[src/rtl/multu_hilo_pkg.sv]
// Shared control codes from the ALU control stage and the multiplier FSM states.
package multu_hilo_pkg;

  localparam logic [5:0] AND_CODE   = 6'b100100;
  localparam logic [5:0] OR_CODE    = 6'b100101;
  localparam logic [5:0] ADD_CODE   = 6'b100000;
  localparam logic [5:0] SUB_CODE   = 6'b100010;
  localparam logic [5:0] SLT_CODE   = 6'b101010;
  localparam logic [5:0] SLL_CODE   = 6'b000000;
  localparam logic [5:0] MULTU_CODE = 6'b011001;
  localparam logic [5:0] HILO_CODE  = 6'b111111;
  localparam logic [5:0] MFHI_CODE  = 6'b010000;
  localparam logic [5:0] MFLO_CODE  = 6'b010010;

  typedef enum logic [1:0] {
    IDLE,
    RUN,
    WAIT_HILO
  } state_t;

endpackage

[src/rtl/multu_hilo_if.sv]
// Control/data bundle between the ALU control stage (master) and multu_hilo (slave).
interface multu_hilo_if #(
  parameter int unsigned WIDTH = 32
);
  logic [5:0]       Signal;
  logic [WIDTH-1:0] dataA;
  logic [WIDTH-1:0] dataB;
  logic [WIDTH-1:0] hi;
  logic [WIDTH-1:0] lo;
  logic [WIDTH-1:0] dataOut;
  logic             busy;

  modport master (
    output Signal, dataA, dataB,
    input  hi, lo, dataOut, busy
  );

  modport slave (
    input  Signal, dataA, dataB,
    output hi, lo, dataOut, busy
  );
endinterface

[src/rtl/multu_hilo_step.sv]
// One shift-add iteration: conditionally add mcand into the upper half, keep the
// carry, then shift the whole product right by one.
module multu_step #(
  parameter int unsigned WIDTH = 32
) (
  input  logic [2*WIDTH-1:0] p,
  input  logic [WIDTH-1:0]   mcand,
  output logic [2*WIDTH-1:0] p_next
);
  logic [WIDTH:0]   t;
  logic [2*WIDTH:0] wide;

  always_comb begin
    t = p[0] ? ({1'b0, p[2*WIDTH-1:WIDTH]} + {1'b0, mcand})
             : {1'b0, p[2*WIDTH-1:WIDTH]};
    wide   = {t, p[WIDTH-1:0]};
    p_next = wide[2*WIDTH:1];
  end
endmodule

[src/rtl/multu_hilo.sv]
// Sequential unsigned shift-add multiplier with HI/LO result register and MFHI/MFLO read port.
module multu_hilo
  import multu_hilo_pkg::*;
#(
  parameter int unsigned WIDTH      = 32,
  parameter logic [5:0]  MULTU_CODE = multu_hilo_pkg::MULTU_CODE,
  parameter logic [5:0]  HILO_CODE  = multu_hilo_pkg::HILO_CODE,
  parameter logic [5:0]  MFHI_CODE  = multu_hilo_pkg::MFHI_CODE,
  parameter logic [5:0]  MFLO_CODE  = multu_hilo_pkg::MFLO_CODE
) (
  input  logic         clk,
  input  logic         reset,
  multu_hilo_if.slave  bus
);
  localparam logic [5:0] LAST = 6'(WIDTH - 1);

  state_t               state, state_n;
  logic [2*WIDTH-1:0]   product, product_n;
  logic [WIDTH-1:0]     mcand, mcand_n;
  logic [5:0]           count, count_n;
  logic [WIDTH-1:0]     hi_q, hi_n, lo_q, lo_n;

  logic [2*WIDTH-1:0]   step_in, step_out;
  logic [WIDTH-1:0]     step_mcand;

  // The first iteration happens on the start edge itself, straight from the operand inputs.
  assign step_in    = (state == IDLE) ? {{WIDTH{1'b0}}, bus.dataB} : product;
  assign step_mcand = (state == IDLE) ? bus.dataA : mcand;

  multu_step #(.WIDTH(WIDTH)) u_step (
    .p      (step_in),
    .mcand  (step_mcand),
    .p_next (step_out)
  );

  always_ff @(posedge clk or posedge reset) begin
    if (reset) begin
      state   <= IDLE;
      product <= '0;
      mcand   <= '0;
      count   <= '0;
      hi_q    <= '0;
      lo_q    <= '0;
    end else begin
      state   <= state_n;
      product <= product_n;
      mcand   <= mcand_n;
      count   <= count_n;
      hi_q    <= hi_n;
      lo_q    <= lo_n;
    end
  end

  always_comb begin
    state_n   = state;
    product_n = product;
    mcand_n   = mcand;
    count_n   = count;
    hi_n      = hi_q;
    lo_n      = lo_q;
    unique case (state)
      IDLE: begin
        if (bus.Signal == MULTU_CODE) begin
          mcand_n   = bus.dataA;
          product_n = step_out;
          count_n   = 6'd1;
          state_n   = RUN;
        end
      end
      RUN: begin
        if (bus.Signal == MULTU_CODE) begin
          product_n = step_out;
          count_n   = count + 6'd1;
          if (count == LAST) state_n = WAIT_HILO;
        end else begin
          state_n = IDLE;
        end
      end
      WAIT_HILO: begin
        if (bus.Signal == HILO_CODE) begin
          hi_n    = product[2*WIDTH-1:WIDTH];
          lo_n    = product[WIDTH-1:0];
          state_n = IDLE;
        end else if (bus.Signal != MULTU_CODE) begin
          state_n = IDLE;
        end
      end
      default: state_n = IDLE;
    endcase
  end

  assign bus.hi      = hi_q;
  assign bus.lo      = lo_q;
  assign bus.busy    = (state != IDLE);
  assign bus.dataOut = (bus.Signal == MFHI_CODE) ? hi_q :
                       (bus.Signal == MFLO_CODE) ? lo_q : '0;
endmodule

[src/flat_wrapper.sv]
// flat-port wrapper written by rule: the top's interface ports become plain ports
module multu_hilo_flat import multu_hilo_pkg::*;
#(
  parameter int unsigned WIDTH      = 32,
  parameter logic [5:0]  MULTU_CODE = multu_hilo_pkg::MULTU_CODE,
  parameter logic [5:0]  HILO_CODE  = multu_hilo_pkg::HILO_CODE,
  parameter logic [5:0]  MFHI_CODE  = multu_hilo_pkg::MFHI_CODE,
  parameter logic [5:0]  MFLO_CODE  = multu_hilo_pkg::MFLO_CODE
)
  (clk, reset, bus_Signal, bus_dataA, bus_dataB, bus_hi, bus_lo, bus_dataOut, bus_busy);
  multu_hilo_if #(.WIDTH(WIDTH)) bus_i ();
  input  logic clk;
  input  logic reset;
  input wire logic [$bits(bus_i.Signal)-1:0] bus_Signal;
  input wire logic [$bits(bus_i.dataA)-1:0] bus_dataA;
  input wire logic [$bits(bus_i.dataB)-1:0] bus_dataB;
  output wire logic [$bits(bus_i.hi)-1:0] bus_hi;
  output wire logic [$bits(bus_i.lo)-1:0] bus_lo;
  output wire logic [$bits(bus_i.dataOut)-1:0] bus_dataOut;
  output wire logic [$bits(bus_i.busy)-1:0] bus_busy;
  assign bus_i.Signal = bus_Signal;
  assign bus_i.dataA = bus_dataA;
  assign bus_i.dataB = bus_dataB;
  assign bus_hi = bus_i.hi;
  assign bus_lo = bus_i.lo;
  assign bus_dataOut = bus_i.dataOut;
  assign bus_busy = bus_i.busy;
  multu_hilo #(.WIDTH(WIDTH), .MULTU_CODE(MULTU_CODE), .HILO_CODE(HILO_CODE), .MFHI_CODE(MFHI_CODE), .MFLO_CODE(MFLO_CODE)) u_core (.clk(clk), .reset(reset), .bus(bus_i));
endmodule
[config.mk]
export PLATFORM = sky130hd
export DESIGN_NAME = multu_hilo_flat
export DESIGN_NICKNAME = d
export VERILOG_FILES = /design/src/rtl/multu_hilo_pkg.sv /design/src/rtl/multu_hilo_if.sv /design/src/rtl/multu_hilo_step.sv /design/src/rtl/multu_hilo.sv /design/src/flat_wrapper.sv
export SDC_FILE = /design/constraint.sdc
export NUM_CORES = 1
export LEC_CHECK = 0
export ABC_AREA = 1
export BUFFER_PORTS_ARGS = -buffer_cell sky130_fd_sc_hd__buf_2
export CAP_MARGIN = 30
export CORE_UTILIZATION = 30
export CTS_CLUSTER_SIZE = 40
export DETAILED_ROUTE_END_ITERATION = 7
export PLACE_DENSITY_LB_ADDON = 0.05
export SETUP_SLACK_MARGIN = 0.2
export SYNTH_ARGS = -nofsm -noshare
export SYNTH_HDL_FRONTEND = slang
export SYNTH_SLANG_ARGS = --single-unit
[constraint.sdc]
create_clock -name clk -period 5.7 [get_ports clk]
set_clock_uncertainty 0.05 [all_clocks]
set_input_delay 0 -clock clk [delete_from_list [all_inputs] [get_ports clk]]
set_output_delay 0 -clock clk [all_outputs]
set_load 0.1 [all_outputs]
==> results.md <==
Floorplan:
- The region available for standard cell placement spans 32,900 um2.
- The area enclosed by the die boundary is 34,500 um2.
- The die is 186 um tall.
- The total I/O pin count is 169.
- The starting utilization of the core area is 30.8%.
- The standard-cell row count is 66.
- The die span in x is 186 um.

Worst hold path:
- The type of the tightest min-delay check is input pin to asynchronous set/reset pin.

Clock network:
- The CTS tree is built.
- The tree built by TritonCTS fans out to 168 sinks.
- The CTS root buffer is clkbuf_16.
- After clock tree synthesis, the clock-pin slew on the worst setup and hold paths is 0.07 ns.
- The H-tree generated during clock tree synthesis spans 4 levels.
- The clock latency at the later pin of the worst-skew pair is 0.44 ns.
- The number of gates resized after CTS was 0.
- The number of clock buffers added by TritonCTS is 17.
- No sink is reached through more buffers than the 2 on the longest clock path.

GRT:
- The overall global routing resource usage is 19.4%.
- The initial antenna violation count is 0.
- The number of global-route vias before repair came to 9,022.
- The wire length of the first global-routing pass is 51,000 um.
- The total overflow left after global routing is 0.
- Entering global routing, the biggest net connects 101 pins.

Layout:
- The synthesis-to-finish area growth is 24.0%.
- The fill cell total of the finished layout is 3,612.
- The share of post-route cells with drive strength above 1 is 13.4%.
- The count of inserted antenna diode cells is 0.
- After the last flow step, the layout net total stands at 1,732.

Critical path:
- The worst setup path is launched from a register.
- In this run the critical register-to-register path is launched from u_core.state[0]$_DFFE_PP0P_.
- The highest cell delay on the worst timing path is 0.46 ns.
- STA puts the critical path data arrival time at 3.56 ns.
- In this run the worst path has a maximum fanout of 41.
- The reg-to-reg setup timing slack is 2.41 ns.
- The most repeated library cell on the critical path is nand2_1.
- Traced cell by cell, the critical path runs through nor2_4, buf_4, nor2_1, ha_1, nand2_1, inv_1, nand2_1, nor3_1, nand2_1, nand2_1, nand3_1, nand2_1, nand2_1, nand3_1, nand2_1.
- The worst setup path is of the register to register kind.
- At the worst endpoint, the required time is 5.97 ns.
- In this run the critical register-to-register path is captured at u_core.product[54]$_DFFE_PP0P_.
- The worst-case reg-to-reg path depth is 15.
- Tracing the worst setup path back leads to its startpoint at u_core.state[0]$_DFFE_PP0P_.
- The largest individual stage delay along the critical path comes from the cell buf_4.
- STA classifies the critical path endpoint as a register.

Drt:
- After detailed routing, the average wire length per cell comes to 15.6 um.
- The final route contains 9,633 vias.
- In this run, the number of DRC markers left after iteration 0 of detailed routing was 584.
- Summed over all layers, the routed wires come to 32,500 um.
- The first detailed-routing pass ran for 6 iterations.
- After detailed routing, the number of remaining DRC violations is 0.
- The count of nets left with antenna violations after detail routing is 0.
- Dividing the detail-routed via count by the number of cells gives 4.63.

STA:
- Setup repair after global routing left no endpoint under its margin.
- The fmax is 0.304 GHz.
- The count of endpoints failing hold in the final timing report is 0.
- The shortest clock period the worst path allows after layout is 3.29 ns.
- The final-report setup violation count is 0.
- The final max-slew violation count is 0.
- In this run the tightest slew margin relative to its limit is 40.7%.
- The final worst-path cycle share is 57.7%.
- The worst-margin pin slew is 0.889 ns.
- The setup TNS is 0 ns.

Synth:
- Synthesis handed over a netlist of 1,425 instances.
- The number of nets in the synthesized netlist is 1,531.
- The fraction of registers with async set/reset is 100%.
- For this run, the number of Yosys warnings is 0.
- The flip-flop and latch count after synthesis is 168.
- In this run the biggest area consumer among cell types represents 41.5% of the synthesized area.
- Summing every instance area after synthesis gives 10,100 um2.
- The number of distinct library cells after synthesis is 36.
- The synthesized design contains 0 enable-type register cells.
- Among all flip-flop cells after synthesis, the most frequent one is dfrtp_1.
- After synthesis, the cell types taking the most area are dfrtp_1 (42%), nand2_1 (14%), inv_1 (10%).
- The most area-hungry cell type in the Yosys netlist is dfrtp_1.
- After synthesis, flip-flops and latches occupy 41.5% of the total area.
- In this run the mean area of a mapped cell was 7.11 um2.

Pwr:
- The overall power of the completed layout is 2.98 mW.
- The leakage dissipation is 6.50 nW.
- The maximum vdd ir drop is 0.000212 V.
- For this design the ratio of total power to cell area is 237 nW/um2.

Placement:
- The count of buffers inserted at the top-level ports is 168.
- The last weighted congestion value of the routability-driven placer is 0.852.
- After legalization and detailed placement, the total HPWL measured 24,200 um.

Run:
- Max-cap violations in this run came to 0.

Outcome:
- The run finished with clean final reports.
-- kinds of logic (layout without fill, tap and decap cells) --
| logic type | Yosys count | after routing | synth area share [%] |
|---|---|---|---|
| xor+xnor | 9 | 9 | 0.778 |
| fa+ha+maj | 34 | 34 | 4.28 |
| simple gates | 551 | 551 | 22.2 |
| buf+inv | 343 | 556 | 13.1 |
| flops | 168 | 168 | 41.5 |
| compound gates | 320 | 320 | 18.2 |
-- layout make-up --
class                      count  area (um2)  area share (%)
multi-input combinational    914        4610            36.8
sequential                   168        4200            33.5
timing repair buffer         243        1580            12.6
inverter                     282        1060            8.47
tap                          442         553            4.41
clock buffer                  23         468            3.73
clock inverter                 8        65.1           0.518
-- report_power, final --
group / switching [mW] / total [mW] / internal [mW]
Sequential: 0.0464 / 1.40 / 1.35
Clock: 0.514 / 1.10 / 0.584
Combinational: 0.305 / 0.482 / 0.177
Total: 0.865 / 2.98 / 2.11
-- sequential cells by signal, indices dropped and copies added, names as in the netlist --
name and count:
u_core.product 64, u_core.bus.hi 32, u_core.bus.lo 32, u_core.mcand 32
u_core.count 6, u_core.state 2
-- critical path, delay by kind of cell (launching register included) --
family,cells,cell delay (ns)
fa+ha+maj,1,0.43
simple gates,12,1.65
flops,1,0.45
buf+inv,2,0.58
-- worst max path at each step --
stage                     depth (start not counted)  slack [ns]                             end
after global placement                           15        2.38  u_core.product[54]$_DFFE_PP0P_
after CTS                                        15        2.37  u_core.product[54]$_DFFE_PP0P_
after global routing                             15        2.00  u_core.product[54]$_DFFE_PP0P_
after floorplan                                   1        1.10    u_core.bus.hi[0]$_DFFE_PP0P_
after detailed placement                         15        2.38  u_core.product[54]$_DFFE_PP0P_
final                                            15        2.41  u_core.product[54]$_DFFE_PP0P_
-- layer usage --
layer	part of all wire, %	track usage (%)	up-vias
met5	0	0	-
met4	0.72	3.77	0
met3	3.7	2.99	17
met2	41	28.5	197
met1	54	29.7	4439
li1	-	-	4980
-- through the flow --
step	setup WS (ns)	utilization, %	hold slack (ns)	std cells	area (um2)
2_1_floorplan	1.10	-	0.117	1425	10100
3_3_place_gp	2.38	34.5	0.0381	1984	11300
3_5_place_dp	2.38	34.6	0.0371	1985	11400
4_1_cts	2.37	38.2	0.0867	2080	12600
5_1_grt	2.00	38.2	0.136	2080	12600
6_report	2.41	38.2	0.0903	2080	12600
-- placed cells by master, fill, tap and decap left out, types with 2 or more instances in the layout --
| master | netlist | final |
|---|---|---|
| dfrtp_1 | 168 | 168 |
| inv_2 | 6 | 6 |
| clkbuf_1 | 38 | 4 |
| nand3b_1 | 4 | 4 |
| nand2_1 | 366 | 366 |
| a21oi_1 | 51 | 51 |
| xnor2_1 | 4 | 4 |
| a22oi_1 | 5 | 5 |
| clkbuf_8 | 0 | 2 |
| o221ai_1 | 2 | 2 |
| o211ai_1 | 40 | 40 |
| buf_2 | 20 | 168 |
| dlygate4sd3_1 | 0 | 64 |
| o21ai_0 | 141 | 141 |
| nor2_4 | 1 | 2 |
| xor2_1 | 5 | 5 |
| o22ai_1 | 67 | 67 |
| inv_6 | 0 | 4 |
| buf_4 | 2 | 10 |
| a31oi_1 | 3 | 3 |
| inv_1 | 276 | 275 |
| nor4_1 | 5 | 5 |
| nor2_1 | 87 | 86 |
| a21boi_0 | 3 | 3 |
| a21boi_1 | 3 | 3 |
| nor3_1 | 6 | 6 |
| nand4_1 | 7 | 7 |
| clkbuf_16 | 0 | 17 |
| nand3_1 | 71 | 70 |
| clkinvlp_4 | 0 | 4 |
| ha_1 | 33 | 33 |
| o21bai_1 | 2 | 2 |
-- repair_timing --
item                                    4_1_cts  5_1_grt
endpoints found under the setup margin        0        0
hold buffers                                 64        0
buffers inserted                              0        0
hold endpoints to repair                    113        0
-- synthesized netlist by cell type, drive strengths merged (2+ instances only) --
cell,n
o22ai,67
o221ai,2
buf,23
nand3,71
xnor2,4
nand4,8
a21boi,6
dfrtp,168
a31oi,3
nor2,89
o21ai,141
nor3,6
nand3b,4
inv,282
clkbuf,38
a22oi,5
xor2,5
a21oi,51
nor4,5
ha,33
nand2,367
o21bai,2
o211ai,40
(Power assumes the default switching activity.)
